## config.mk

```make
export PLATFORM = sky130hd
export DESIGN_NAME = iter_frame_writer
export DESIGN_NICKNAME = d
export VERILOG_FILES = /design/src/rtl/mandel_mem_pkg.sv /design/src/rtl/iter_frame_writer_burst_calc.sv /design/src/rtl/iter_frame_writer.sv
export SDC_FILE = /design/constraint.sdc
export NUM_CORES = 1
export LEC_CHECK = 0
export ABC_AREA = 1
export ABC_CLOCK_PERIOD_IN_PS = 10100
export BUFFER_PORTS_ARGS = -buffer_cell sky130_fd_sc_hd__buf_4
export CORE_MARGIN = 2
export CORE_UTILIZATION = 50
export DETAILED_ROUTE_END_ITERATION = 8
export GPL_TIMING_DRIVEN = 0
export PLACE_DENSITY_LB_ADDON = 0.25
export SYNTH_ARGS = -nofsm -noshare
export SYNTH_HDL_FRONTEND = slang
export SYNTH_SLANG_ARGS = --single-unit
```

## constraint.sdc

```tcl
create_clock -name clk -period 10.1 [get_ports clk]
set_input_delay 1.515 -clock clk [delete_from_list [all_inputs] [get_ports clk]]
set_output_delay 1.515 -clock clk [all_outputs]
set_load 0.005 [all_outputs]
```

## src/rtl/mandel_mem_pkg.sv

```systemverilog
// Shared memory-map constants, MCB opcodes and writer state encodings for the Mandelbrot memory path.
package mandel_mem_pkg;

  typedef enum logic [2:0] {
    ST_CAL   = 3'd0,
    ST_IDLE  = 3'd1,
    ST_FILL  = 3'd2,
    ST_CMD   = 3'd3,
    ST_DRAIN = 3'd4,
    ST_DONE  = 3'd5
  } wr_state_e;

  localparam logic [2:0]  MCB_INSTR_WRITE = 3'b000;
  localparam logic [2:0]  MCB_INSTR_READ  = 3'b001;

  localparam logic [29:0] ITER_BUF_BASE  = 30'd0;
  localparam logic [29:0] FRAME_BUF_BASE = 30'd5242880;

  localparam logic [20:0] PIX_640X480   = 21'd307200;
  localparam logic [20:0] PIX_800X600   = 21'd480000;
  localparam logic [20:0] PIX_1024X768  = 21'd786432;
  localparam logic [20:0] PIX_1280X720  = 21'd921600;
  localparam logic [20:0] PIX_1280X1024 = 21'd1310720;

  // Byte address of a 32-bit word; anything beyond 30 bits is dropped.
  function automatic logic [29:0] word_byte_addr(input logic [29:0] base,
                                                 input logic [20:0] word_idx);
    return base + {7'd0, word_idx, 2'b00};
  endfunction

endpackage

```

## src/rtl/iter_frame_writer_burst_calc.sv

```systemverilog
// Combinational burst sizing: words in the current burst, the word pointer after it,
// and whether it closes the frame.
module iter_frame_writer_burst_calc
  import mandel_mem_pkg::*;
#(
  parameter int BURST_LEN = 64
) (
  input  logic [20:0] tp_lat,
  input  logic [20:0] word_ptr,
  output logic [6:0]  amount,
  output logic [20:0] next_ptr,
  output logic        last_burst
);

  localparam logic [20:0] BURST_LEN_W = 21'(BURST_LEN);

  logic [20:0] remaining;

  always_comb begin
    remaining = tp_lat - word_ptr;
    if (remaining < BURST_LEN_W) begin
      amount = remaining[6:0];
    end else begin
      amount = BURST_LEN_W[6:0];
    end
    next_ptr   = word_ptr + {14'd0, amount};
    last_burst = (next_ptr == tp_lat);
  end

endmodule

```

## src/rtl/iter_frame_writer.sv

```systemverilog
// Streams per-pixel iteration counts into the DDR iteration buffer through one MCB write/command port.
// Optional debug LEDs (state + frame count) enabled by defining ITER_FRAME_WRITER_DEBUG_EN.
module iter_frame_writer
  import mandel_mem_pkg::*;
#(
  parameter logic [29:0] BASE_ADDR = ITER_BUF_BASE,
  parameter int          BURST_LEN = 64
) (
  input  logic        clk,
  input  logic        reset,
  input  logic        mem_calib_done,
  input  logic [20:0] total_pixels,
  input  logic        frame_start,
  input  logic [31:0] pix_data,
  input  logic        pix_valid,
  output logic        pix_ready,
  output logic        wr_en,
  output logic [31:0] wr_data,
  input  logic        wr_full,
  input  logic        wr_empty,
  output logic        cmd_en,
  output logic [2:0]  cmd_instr,
  output logic [5:0]  cmd_bl,
  output logic [29:0] cmd_byte_addr,
  input  logic        cmd_full,
  output logic        busy,
  output logic        frame_done,
  output logic [7:0]  led
);

  wr_state_e   state_q, state_d;
  logic [1:0]  calib_sync_q;
  logic        calib_s;
  logic [20:0] tp_lat_q, tp_lat_d;
  logic [20:0] word_ptr_q, word_ptr_d;
  logic [6:0]  fill_cnt_q, fill_cnt_d;
  logic        busy_q, busy_d;
  logic        frame_done_q, frame_done_d;
  logic [5:0]  cmd_bl_q, cmd_bl_d;
  logic [29:0] cmd_addr_q, cmd_addr_d;

  logic [6:0]  amount;
  logic [20:0] next_ptr;
  logic        last_burst;
  logic        accept;

  iter_frame_writer_burst_calc #(
    .BURST_LEN (BURST_LEN)
  ) u_burst_calc (
    .tp_lat     (tp_lat_q),
    .word_ptr   (word_ptr_q),
    .amount     (amount),
    .next_ptr   (next_ptr),
    .last_burst (last_burst)
  );

  // mem_calib_done comes from the MCB clock domain.
  always_ff @(posedge clk or posedge reset) begin
    if (reset) begin
      calib_sync_q <= 2'b00;
    end else begin
      calib_sync_q <= {calib_sync_q[0], mem_calib_done};
    end
  end
  assign calib_s = calib_sync_q[1];

  assign pix_ready = (state_q == ST_FILL) && !wr_full && (fill_cnt_q < amount);
  assign accept    = pix_valid && pix_ready;
  assign wr_en     = accept;
  assign wr_data   = pix_data;

  always_comb begin
    state_d      = state_q;
    tp_lat_d     = tp_lat_q;
    word_ptr_d   = word_ptr_q;
    fill_cnt_d   = fill_cnt_q;
    busy_d       = busy_q;
    frame_done_d = 1'b0;
    cmd_bl_d     = cmd_bl_q;
    cmd_addr_d   = cmd_addr_q;
    cmd_en       = 1'b0;

    if (accept) begin
      fill_cnt_d = fill_cnt_q + 7'd1;
    end

    case (state_q)
      ST_CAL: begin
        if (calib_s) begin
          state_d = ST_IDLE;
        end
      end
      ST_IDLE: begin
        if (frame_start) begin
          tp_lat_d   = total_pixels;
          word_ptr_d = 21'd0;
          busy_d     = 1'b1;
          state_d    = (total_pixels == 21'd0) ? ST_DONE : ST_FILL;
        end
      end
      ST_FILL: begin
        // Burst length/address are loaded here so they are stable for the whole CMD wait.
        if (fill_cnt_q == amount) begin
          cmd_bl_d   = 6'(amount - 7'd1);
          cmd_addr_d = word_byte_addr(BASE_ADDR, word_ptr_q);
          state_d    = ST_CMD;
        end
      end
      ST_CMD: begin
        if (!cmd_full) begin
          cmd_en  = 1'b1;
          state_d = ST_DRAIN;
        end
      end
      ST_DRAIN: begin
        if (wr_empty) begin
          word_ptr_d = next_ptr;
          fill_cnt_d = 7'd0;
          state_d    = last_burst ? ST_DONE : ST_FILL;
        end
      end
      ST_DONE: begin
        frame_done_d = 1'b1;
        busy_d       = 1'b0;
        state_d      = ST_IDLE;
      end
      default: begin
        state_d = ST_CAL;
      end
    endcase
  end

  always_ff @(posedge clk or posedge reset) begin
    if (reset) begin
      state_q      <= ST_CAL;
      tp_lat_q     <= 21'd0;
      word_ptr_q   <= 21'd0;
      fill_cnt_q   <= 7'd0;
      busy_q       <= 1'b0;
      frame_done_q <= 1'b0;
      cmd_bl_q     <= 6'd0;
      cmd_addr_q   <= 30'd0;
    end else begin
      state_q      <= state_d;
      tp_lat_q     <= tp_lat_d;
      word_ptr_q   <= word_ptr_d;
      fill_cnt_q   <= fill_cnt_d;
      busy_q       <= busy_d;
      frame_done_q <= frame_done_d;
      cmd_bl_q     <= cmd_bl_d;
      cmd_addr_q   <= cmd_addr_d;
    end
  end

  assign cmd_instr     = MCB_INSTR_WRITE;
  assign cmd_bl        = cmd_bl_q;
  assign cmd_byte_addr = cmd_addr_q;
  assign busy          = busy_q;
  assign frame_done    = frame_done_q;

`ifdef ITER_FRAME_WRITER_DEBUG_EN
  logic [4:0] frame_cnt_q;

  always_ff @(posedge clk or posedge reset) begin
    if (reset) begin
      frame_cnt_q <= 5'd0;
    end else if (frame_done_q) begin
      frame_cnt_q <= frame_cnt_q + 5'd1;
    end
  end

  assign led = {frame_cnt_q, state_q};
`else
  assign led = 8'd0;
`endif

endmodule
```

==> results.md <==
* GRT overflow at 0
* CTS root buf: clkbuf_16
* Antenna Cells at 0
* CTS tree: built
* Switching power total at 976 uW
* Fraction of layout instances using a drive strength above 1 at 0.180
* Largest family of logic cells by synthesized area: simple AND/OR/NAND/NOR gates
* Number of global-route vias before repair at 5995
* Largest net degree at the start of global routing at 67
* GPL Wtd Cong at 0.895
* Hold Crit Class: reg2reg
* Clock tree buffer depth at 2
* ANT nets after route at 0
* Commonest cells after routing, fill and taps aside: nand2_1 (307), inv_1 (148), buf_4 (144)
* Initial Util at 0.509
* Post-synth top area cell: dfrtp_1
* TritonCTS buffer count at 9
* Most used flip-flop cell after synthesis: dfrtp_1
* Crit path max fanout at 8
* Ports at 145
* Post-cts sizing count at 0
* Pleak at 4.42 nW
* Setup TNS at 0 ns
* DR vias/cell at around 5
* Crit path max-delay cell type: dfrtp_1
* Worst-Skew Late Latency at 0.35 ns
* Synth warnings at 0
* Post-synth EDFFs at 0
* Period utilization at 0.607
* Crit Path Class: reg2out
* CTS clk-pin slew, worst paths at 0.06 ns
* Endpoint arrival time on the critical path at 4.61 ns
* Seq/Total Area, Yosys at 0.310
* P_int at 1.03 mW
* Routed WL per cell at 13.7 microns
* Yosys top cell area share at 0.310
* Startpoint Class: flip-flop
* Hold Vio Cnt, Final at 0
* R2r setup slk at 4.74 ns
* Rows at 42
* Total Nets Final at 1203
* Async set or reset register ratio after synthesis at 1.00
* Post-synthesis mux area share at 0.00504
* Layout overhead on the synthesized area at 19.6%
* Final min period at 6.13 ns
* Hold Buf Count CTS at 0
* Die W at 120 microns
* Crit path capture type: output pin
* Post-DP HPWL at 14100 microns
* Core area at 0.0132 sq mm
* Die H at roughly 120 microns
* CTS H-tree lvls at 3
* Fmax at approximately 0.16 GHz
* Seq cells post-synth at 83
* Seq pwr share at 0.237
* Worst EP required at 8.59 ns
* Adder-cell share of the synthesized area at 0.0731
* Post-synthesis cell area at about 0.0067 sq mm
* Clock sink count at 83
* Slew margin rel. at 0.546
* Vias after detailed routing at 6455
* Syn Inst Count at 981
* RSZ-0062 raised after global routing: no
* Compound-Gate Fraction of Synth Area at 0.0925
* Maximum VDD drop at 0.000109 V
* Switching Share at 0.486
* Drt first pass iters at 5
* WL final at 17600 microns
* # fillers at around 1300
* Total power draw at 2.01 mW
* Most common cell after layout, fill and taps aside: nand2_1
* Final setup violating endpoints at 0
* Clock Skews at 0.00737 ns
* Synth Area in XOR/XNOR at 0.0425
* # Max-Cap Violations at 0
* Fin util at 0.608
* Crit path max-delay family: simple AND/OR/NAND/NOR gates
* Synth Area in Simple Gates at 0.323
* Clock power share at 0.171
* Outcome: complete, no violations
* Die area at ~0.014 sq mm
* Post-CTS Setup Bufs at 0
* Area contributors post-synth: dfrtp_1 (31%), nand2_1 (17%), inv_1 (8.3%)
* Port bufs at about 90
* Buf/Inv on CP at 7
* Synthesized area per cell at 6.84 sq um
* Synth cell types at 43
* DRT iter0 DRCs at between 300 and 400
* Final hold slack at 0.362 ns
* Pins Over Slew Limit at 0
* First-pass GRT wire length at 28400 microns
* PwrDens at between 200 and 300 mW/mm^2
* Logic gate share of total power at 0.592
* GRT Util Overall at 0.251
* DRC Markers at 0
* CP peak stage delay at 0.40 ns
* Worst Tran Pin Value at 0.681 ns
* Initial antenna violation count at 0
==> final timing paths <==
| check | start | to | cells after the start |
|---|---|---|---|
| max reg2reg | tp_lat_q[0] | state_q[0] | 30 |
| min | calib_sync_q[0] | calib_sync_q[1] | 0 |
| max in group asynchronous | reset | cmd_bl[3] | 3 |
| min in group asynchronous | reset | tp_lat_q[18] | 2 |
| max | tp_lat_q[0] | wr_en | 27 |
| min reg2reg | calib_sync_q[0] | calib_sync_q[1] | 0 |
==> registers in the layout, indices dropped and copies added (netlist names) <==
name,flops
busy,1
word_ptr_q,21
cmd_bl,6
state_q,3
tp_lat_q,21
fill_cnt_q,7
calib_sync_q,2
frame_done,1
cmd_byte_addr,21
==> stage by stage <==
step                area (sq um)  setup WS (ns)  std cells
floorplan                   6780           5.21       1000
global placement            7690           4.46       1268
detailed placement          7720           4.39       1269
CTS                         8020           3.98       1284
global route                8020           3.63       1284
finish                      8020           3.97       1284
==> cell families (layout without fill, tap and decap cells) <==
kind of cell | Yosys count | after routing
xor gates and xnor gates | 27 | 27
AOI/OAI and AO/OA | 111 | 111
DFF | 83 | 83
and+or+nand+nor | 495 | 495
other | 1 | 20
muxes | 3 | 3
adders and majority gates | 38 | 38
buffers and inverters | 223 | 331
==> routing by layer <==
metal	track usage	routed length [microns]
met5	0	0
met4	0.0985	463
met3	0.0299	803
met2	0.417	8230
met1	0.335	8090
==> final cells by class <==
class                      instances  area [sq um]  share of cell area
timing repair buffer              93           718              0.0895
sequential                        83          2080               0.259
tap                              176           220              0.0274
inverter                         157           592              0.0738
clock buffer                      11           253              0.0315
clock inverter                     4          50.0             0.00624
buffer                            66           443              0.0552
multi-input combinational        694          3670               0.457
==> power by group through the flow <==
| stage | Clock, mW | Sequential [mW] | Combinational, mW |
|---|---|---|---|
| finish | 0.343 | 0.477 | 1.19 |
| CTS | 0.347 | 0.473 | 1.18 |
| global route | 0.360 | 0.483 | 1.35 |
| detailed placement | 0 | 0.477 | 1.17 |
| floorplan | 0 | 0.444 | 0.944 |
| global placement | 0 | 0.476 | 1.15 |
==> Yosys cell counts (11+ instances only) <==
master	count
a21oi_1	30
buf_4	52
clkbuf_1	14
dfrtp_1	83
ha_1	36
inv_1	149
nand2_1	307
nand3_1	54
nand4_1	14
nor2_1	63
nor3_1	16
o21ai_0	47
o22ai_1	20
xnor2_1	12
xor2_1	11
Power figures use the tool's default switching activity.
